[src/rtl/bpu_btb_if.sv]
// Fetch/execute bundle between the pipeline and the branch target buffer.
// The pipeline side is the master; the BTB is the slave.
interface bpu_btb_if #(
    parameter int ADDR_W = 32
);
    logic [ADDR_W-1:0] if_pc;
    logic              pred_taken;
    logic [ADDR_W-1:0] pred_target;
    logic              ex_valid;
    logic              ex_is_branch;
    logic [ADDR_W-1:0] ex_pc;
    logic              ex_taken;
    logic [ADDR_W-1:0] ex_target;
    logic              ex_pred_taken;
    logic [ADDR_W-1:0] ex_pred_target;
    logic              mispredict;
    logic [ADDR_W-1:0] redirect_pc;

    modport master (
        output if_pc, ex_valid, ex_is_branch, ex_pc, ex_taken, ex_target,
               ex_pred_taken, ex_pred_target,
        input  pred_taken, pred_target, mispredict, redirect_pc
    );

    modport slave (
        input  if_pc, ex_valid, ex_is_branch, ex_pc, ex_taken, ex_target,
               ex_pred_taken, ex_pred_target,
        output pred_taken, pred_target, mispredict, redirect_pc
    );
endinterface

[src/rtl/bpu_btb.sv]
// Direct-mapped BTB with 2-bit saturating counters, looked up from IF and trained from EX.
// Optional performance counters are enabled by defining BPU_PERF_EN.
module bpu_btb #(
    parameter int ADDR_W  = 32,
    parameter int ENTRIES = 16
) (
    input  logic        cpu_clk,
    input  logic        cpu_rstn,
    bpu_btb_if.slave    btb_io
`ifdef BPU_PERF_EN
    ,
    output logic [31:0] perf_branches,
    output logic [31:0] perf_mispredicts,
    output logic [31:0] perf_taken_preds
`endif
);
    localparam int IDX_W = $clog2(ENTRIES);
    localparam int TAG_W = ADDR_W - 2 - IDX_W;
    localparam int TGT_W = ADDR_W - 2;

    logic             valid_q [ENTRIES];
    logic [TAG_W-1:0] tag_q   [ENTRIES];
    logic [TGT_W-1:0] tgt_q   [ENTRIES];
    logic [1:0]       cnt_q   [ENTRIES];

    logic [IDX_W-1:0] if_idx, ex_idx;
    logic [TAG_W-1:0] if_tag, ex_tag;
    logic             if_hit, ex_hit;
    logic             pred_taken;
    logic             mispredict;

    assign if_idx = btb_io.if_pc[IDX_W+1:2];
    assign if_tag = btb_io.if_pc[ADDR_W-1:IDX_W+2];
    assign ex_idx = btb_io.ex_pc[IDX_W+1:2];
    assign ex_tag = btb_io.ex_pc[ADDR_W-1:IDX_W+2];

    assign if_hit = valid_q[if_idx] && (tag_q[if_idx] == if_tag);
    assign ex_hit = valid_q[ex_idx] && (tag_q[ex_idx] == ex_tag);

    assign pred_taken         = if_hit & cnt_q[if_idx][1];
    assign btb_io.pred_taken  = pred_taken;
    assign btb_io.pred_target = pred_taken ? {tgt_q[if_idx], 2'b00}
                                           : btb_io.if_pc + ADDR_W'(4);

    assign mispredict = btb_io.ex_valid &
                        ((btb_io.ex_taken != btb_io.ex_pred_taken) |
                         (btb_io.ex_taken & (btb_io.ex_target != btb_io.ex_pred_target)));
    assign btb_io.mispredict  = mispredict;
    assign btb_io.redirect_pc = (btb_io.ex_valid & btb_io.ex_taken) ? btb_io.ex_target
                                                                    : btb_io.ex_pc + ADDR_W'(4);

    logic             ent_we;
    logic             ent_valid_d;
    logic [TAG_W-1:0] ent_tag_d;
    logic [TGT_W-1:0] ent_tgt_d;
    logic [1:0]       ent_cnt_d;

    // Next contents of the entry addressed by ex_pc; a not-taken miss leaves the table alone.
    always_comb begin
        ent_we      = 1'b0;
        ent_valid_d = valid_q[ex_idx];
        ent_tag_d   = tag_q[ex_idx];
        ent_tgt_d   = tgt_q[ex_idx];
        ent_cnt_d   = cnt_q[ex_idx];
        if (btb_io.ex_valid) begin
            if (ex_hit) begin
                ent_we = 1'b1;
                if (btb_io.ex_is_branch) begin
                    if (btb_io.ex_taken) begin
                        ent_tgt_d = btb_io.ex_target[ADDR_W-1:2];
                        if (cnt_q[ex_idx] != 2'b11) ent_cnt_d = cnt_q[ex_idx] + 2'd1;
                    end else if (cnt_q[ex_idx] != 2'b00) begin
                        ent_cnt_d = cnt_q[ex_idx] - 2'd1;
                    end
                end else begin
                    ent_cnt_d = 2'b11;
                    ent_tgt_d = btb_io.ex_target[ADDR_W-1:2];
                end
            end else if (btb_io.ex_taken) begin
                ent_we      = 1'b1;
                ent_valid_d = 1'b1;
                ent_tag_d   = ex_tag;
                ent_tgt_d   = btb_io.ex_target[ADDR_W-1:2];
                ent_cnt_d   = btb_io.ex_is_branch ? 2'b10 : 2'b11;
            end
        end
    end

    // Tag and target need no reset: they are only consulted behind a set valid bit.
    always_ff @(posedge cpu_clk) begin
        if (!cpu_rstn) begin
            for (int i = 0; i < ENTRIES; i++) begin
                valid_q[i] <= 1'b0;
                cnt_q[i]   <= 2'b01;
            end
        end else if (ent_we) begin
            valid_q[ex_idx] <= ent_valid_d;
            tag_q[ex_idx]   <= ent_tag_d;
            tgt_q[ex_idx]   <= ent_tgt_d;
            cnt_q[ex_idx]   <= ent_cnt_d;
        end
    end

`ifdef BPU_PERF_EN
    logic [31:0] perf_br_q, perf_mis_q, perf_tp_q;

    always_ff @(posedge cpu_clk) begin
        if (!cpu_rstn) begin
            perf_br_q  <= '0;
            perf_mis_q <= '0;
            perf_tp_q  <= '0;
        end else begin
            perf_br_q  <= perf_br_q  + 32'(btb_io.ex_valid);
            perf_mis_q <= perf_mis_q + 32'(mispredict);
            perf_tp_q  <= perf_tp_q  + 32'(pred_taken);
        end
    end

    assign perf_branches    = perf_br_q;
    assign perf_mispredicts = perf_mis_q;
    assign perf_taken_preds = perf_tp_q;
`endif
endmodule

[src/flat_wrapper.sv]
// flat-port wrapper written by rule: the top's interface ports become plain ports
module bpu_btb_flat 
#(
    parameter int ADDR_W  = 32,
    parameter int ENTRIES = 16
)
  (cpu_clk, cpu_rstn, btb_io_if_pc, btb_io_ex_valid, btb_io_ex_is_branch, btb_io_ex_pc, btb_io_ex_taken, btb_io_ex_target, btb_io_ex_pred_taken, btb_io_ex_pred_target, btb_io_pred_taken, btb_io_pred_target, btb_io_mispredict, btb_io_redirect_pc);
  bpu_btb_if #(.ADDR_W(ADDR_W)) btb_io_i ();
  input  logic cpu_clk;
  input  logic cpu_rstn;
  input wire logic [$bits(btb_io_i.if_pc)-1:0] btb_io_if_pc;
  input wire logic [$bits(btb_io_i.ex_valid)-1:0] btb_io_ex_valid;
  input wire logic [$bits(btb_io_i.ex_is_branch)-1:0] btb_io_ex_is_branch;
  input wire logic [$bits(btb_io_i.ex_pc)-1:0] btb_io_ex_pc;
  input wire logic [$bits(btb_io_i.ex_taken)-1:0] btb_io_ex_taken;
  input wire logic [$bits(btb_io_i.ex_target)-1:0] btb_io_ex_target;
  input wire logic [$bits(btb_io_i.ex_pred_taken)-1:0] btb_io_ex_pred_taken;
  input wire logic [$bits(btb_io_i.ex_pred_target)-1:0] btb_io_ex_pred_target;
  output wire logic [$bits(btb_io_i.pred_taken)-1:0] btb_io_pred_taken;
  output wire logic [$bits(btb_io_i.pred_target)-1:0] btb_io_pred_target;
  output wire logic [$bits(btb_io_i.mispredict)-1:0] btb_io_mispredict;
  output wire logic [$bits(btb_io_i.redirect_pc)-1:0] btb_io_redirect_pc;
  assign btb_io_i.if_pc = btb_io_if_pc;
  assign btb_io_i.ex_valid = btb_io_ex_valid;
  assign btb_io_i.ex_is_branch = btb_io_ex_is_branch;
  assign btb_io_i.ex_pc = btb_io_ex_pc;
  assign btb_io_i.ex_taken = btb_io_ex_taken;
  assign btb_io_i.ex_target = btb_io_ex_target;
  assign btb_io_i.ex_pred_taken = btb_io_ex_pred_taken;
  assign btb_io_i.ex_pred_target = btb_io_ex_pred_target;
  assign btb_io_pred_taken = btb_io_i.pred_taken;
  assign btb_io_pred_target = btb_io_i.pred_target;
  assign btb_io_mispredict = btb_io_i.mispredict;
  assign btb_io_redirect_pc = btb_io_i.redirect_pc;
  bpu_btb #(.ADDR_W(ADDR_W), .ENTRIES(ENTRIES)) u_core (.cpu_clk(cpu_clk), .cpu_rstn(cpu_rstn), .btb_io(btb_io_i));
endmodule
[config.mk]
export PLATFORM = sky130hd
export DESIGN_NAME = bpu_btb_flat
export DESIGN_NICKNAME = d
export VERILOG_FILES = /design/src/rtl/bpu_btb_if.sv /design/src/rtl/bpu_btb.sv /design/src/flat_wrapper.sv
export SDC_FILE = /design/constraint.sdc
export NUM_CORES = 2
export LEC_CHECK = 0
export CORE_MARGIN = 2
export CORE_UTILIZATION = 60
export CTS_CLUSTER_SIZE = 20
export DETAILED_ROUTE_END_ITERATION = 12
export DONT_BUFFER_PORTS = 1
export PLACE_DENSITY = 0.84
export SLEW_MARGIN = 20
export SYNTH_ARGS = -nofsm -noshare
export SYNTH_HDL_FRONTEND = slang
export SYNTH_SLANG_ARGS = --single-unit
[constraint.sdc]
create_clock -name cpu_clk -period 19.7 [get_ports cpu_clk]
set_input_delay 3.94 -clock cpu_clk [delete_from_list [all_inputs] [get_ports cpu_clk]]
set_output_delay 3.94 -clock cpu_clk [all_outputs]
set_load 0.02 [all_outputs]
==> results.tsv <==
stage	metric	value	unit
global_routing	grt_use_met3	0.171	
cts	path_clk_slew	0.06	ns
logic_synthesis	yosys.area.top_type	edfxtp_1	
die	die_h	284	µm
logic_synthesis	synth_edf_count	928	
logic_synthesis	yosys_warnings	0	
run	drv_cap	0	
logic_synthesis	ys_types	72	
cts	numCtsBuffers	96	
cts	cts.htree.levels	3	
finish	nFillCells	4918	
sta	max_freq	0.0832	GHz
place	place_hpwl	85900	µm
global_routing	grt_pass1_vias	29400	
power_and_ir_drop	power.total	4.48	mW
global_routing	top_usage_layer	met2	
sta	hold_viol	0	
sta	tns	0	ns
logic_synthesis	synthArstFlopShare	0	
sta	setup_viol	0	
sta	period_needed	12.02	ns
die	core_area	77600	µm²
power_and_ir_drop	switching_share	0.226	
worst_setup_path	cp-start-kind	primary input	
routing	drtIter0Drc	5346	
global_routing	met1_usage	0.466	
routing	via_count	29300	
cts	clock_latency	0.68	ns
power_and_ir_drop	cellLeakagePower	15.8	nW
cts	postCtsSetupBuffers	0	
sta	period_share	0.610	
logic_synthesis	netlist_instances	2609	
logic_synthesis	syn_nets	2748	
routing	wirelength	149000	µm
worst_setup_path	end_kind	primary output	
sta	timing.slew.headroom	-0.274	
die	die_w	284	µm
cts	clockBufferDepth	3	
logic_synthesis	synth_area_leaders	edfxtp_1 (59%), mux4_2 (25%), mux2i_1 (1.9%)	
worst_hold_path	hp-class	register to register	
cts	cts.sinks	944	
sta	worst_pin_slew	1.91	ns
finish	final_common_cell	edfxtp_1	
power_and_ir_drop	power_frac_seq	0.505	
cts	clockRootBuffer	clkbuf_16	
worst_setup_path	crit_path_max_fanout	228	
power_and_ir_drop	combPwrFrac	0.084	
power_and_ir_drop	internal_power	3.47	mW
worst_setup_path	crit_required	15.76	ns
logic_synthesis	ys_ff_latch	944	
outcome	violations	slew limit	
logic_synthesis	syn_area	47200	µm²
power_and_ir_drop	pwr-share-clk	0.412	
die	dieArea	80900	µm²
sta	rsz0062_at_grt	false	
place	gp_congestion	0.986	
logic_synthesis	yosysSeqAreaShare	0.598	
cts	holdBufCountCts	0	
worst_setup_path	critPathKind	primary input to primary output	
routing	detailedRoute.firstPassIterationCount	8	
global_routing	met2_usage	0.544	
global_routing	grt-ovfl-total	0	
cts	tritoncts	done	
finish	final-seq-area	28200	µm²
routing	ant_nets	0	
die	start_util	0.608	
outcome	status	finished, violations left	
global_routing	grt_pass1_wl	211000	µm
logic_synthesis	synth_top_cell_area_share	0.591	
global_routing	grt_usage	0.371	
routing	viasPerCell	7.94	
die	ios	200	
finish	layout_common_cells	edfxtp_1 (928), mux4_2 (516), nand2_1 (167), clkbuf_16 (99), o21ai_0 (94)	
cts	ctsResizeCount	0	
sta	skew	0.0340	ns
finish	multi_input_area	18100	µm²
finish	fin_nets	2683	
logic_synthesis	synth_ff_type	edfxtp_1	
sta	slew_violations	89	
power_and_ir_drop	ir_drop	0.112	mV
global_routing	antenna_found_initial	27	
routing	remaining_drc_errors	0	
logic_synthesis	syn_avg_cell_area	18.1	µm²
worst_setup_path	worstPathArrival	8.08	ns
finish	layout-drive-gt1-share	0.305	
place	port_buffers	0	
power_and_ir_drop	cellPowerDensity	87.7	nW/µm²
die	num_rows	102	
global_routing	grt_max_degree	264	
routing	routedWlPerCell	40.5	µm
power_and_ir_drop	netSwitchingPower	1.01	mW
finish	area_growth	8.42	%
per-stage QoR:
step	hold slack [ns]	worst slack, ns	cell area [µm²]	std cells	utilization
floorplan	0.434	8.57	47200	2609	-
global placement	0.447	8.17	47900	3486	0.618
detailed placement	0.456	8.23	47900	3486	0.618
CTS	0.466	8.08	51100	3660	0.658
global route	0.479	7.78	51100	3667	0.659
finish	0.474	7.68	51100	3683	0.659
worst max-delay path: stages:
cell     delay, ns
mux4_2        0.64
mux4_2        0.49
xor2_1        0.17
nor4_1        0.63
nand3_1       0.25
nor4_4        0.23
buf_4         0.53
nand3_1       0.20
o311a_1       0.17
mux2i_1       0.54
flip-flops by register name, summed over array words and instances, names as in the netlist:
name / flops
u_core.cnt_q: 32
u_core.tag_q: 416
u_core.tgt_q: 480
u_core.valid_q: 16
Yosys cell counts, drive strengths merged (6+ instances only):
| master | count |
|---|---|
| edfxtp | 928 |
| mux4 | 516 |
| nand2 | 172 |
| o21ai | 111 |
| buf | 103 |
| clkbuf | 94 |
| mux2i | 90 |
| xnor2 | 80 |
| xor2 | 69 |
| nor2 | 65 |
| mux2 | 60 |
| nand4 | 33 |
| inv | 29 |
| nand3 | 28 |
| nor3 | 26 |
| a21oi | 24 |
| a22oi | 24 |
| nor4 | 20 |
| dfxtp | 16 |
| nor2b | 12 |
| and2 | 10 |
| o22ai | 10 |
| and3 | 8 |
| nand2b | 7 |
| o211ai | 7 |
| a31oi | 6 |
path summary, 6_finish.rpt:
path                                              startpoint                             to  slack (ns)  depth (start not counted)
worst min register to register    u_core.valid_q[14]$_DFF_P_     u_core.valid_q[14]$_DFF_P_        0.47                          2
worst max register to register  u_core.tag_q[8][2]$_DFFE_PP_  u_core.tag_q[9][17]$_DFFE_PP_       13.91                         11
worst max-delay path                         btb_io_if_pc[2]          btb_io_pred_target[5]        7.68                         10
worst min-delay path              u_core.valid_q[14]$_DFF_P_     u_core.valid_q[14]$_DFF_P_        0.47                          2
cell families (layout without fill, tap and decap cells):
family                     count (synthesis)  count (layout)  synth area share
adders and majority gates                  5               5           0.00133
AOI/OAI and AO/OA                        222             222            0.0293
xor gates and xnor gates                 149             149            0.0277
other                                      0              23                 0
muxes                                    666             666             0.280
buffers and inverters                    228             239            0.0223
DFF                                      944             944             0.598
and+or+nand+nor                          395             395            0.0419
power groups by stage:
stage	Clock (mW)	Sequential, mW	Combinational [mW]
after global placement	0	2.30	0.342
after floorplan	0	2.30	0.317
after global routing	1.91	2.26	0.385
final	1.85	2.26	0.375
after CTS	1.84	2.26	0.359
after detailed placement	0	2.31	0.354
final cells by class:
class	instances	share of cell area
timing repair buffer	34	0.00499
sequential	944	0.551
inverter	31	0.00232
antenna	23	0.00113
clock buffer	122	0.0505
clock inverter	52	0.0107
tap	1040	0.0254
multi-input combinational	1437	0.354
metal layers:
layer  part of all wire  up-vias  wire length (µm)
met5             0.0014        -               211
met4              0.059       28              8830
met3               0.17      591             25700
met2               0.45     3078             67200
met1               0.32    14800             47000
li1                   -    10800                 -
Power figures use the tool's default switching activity.
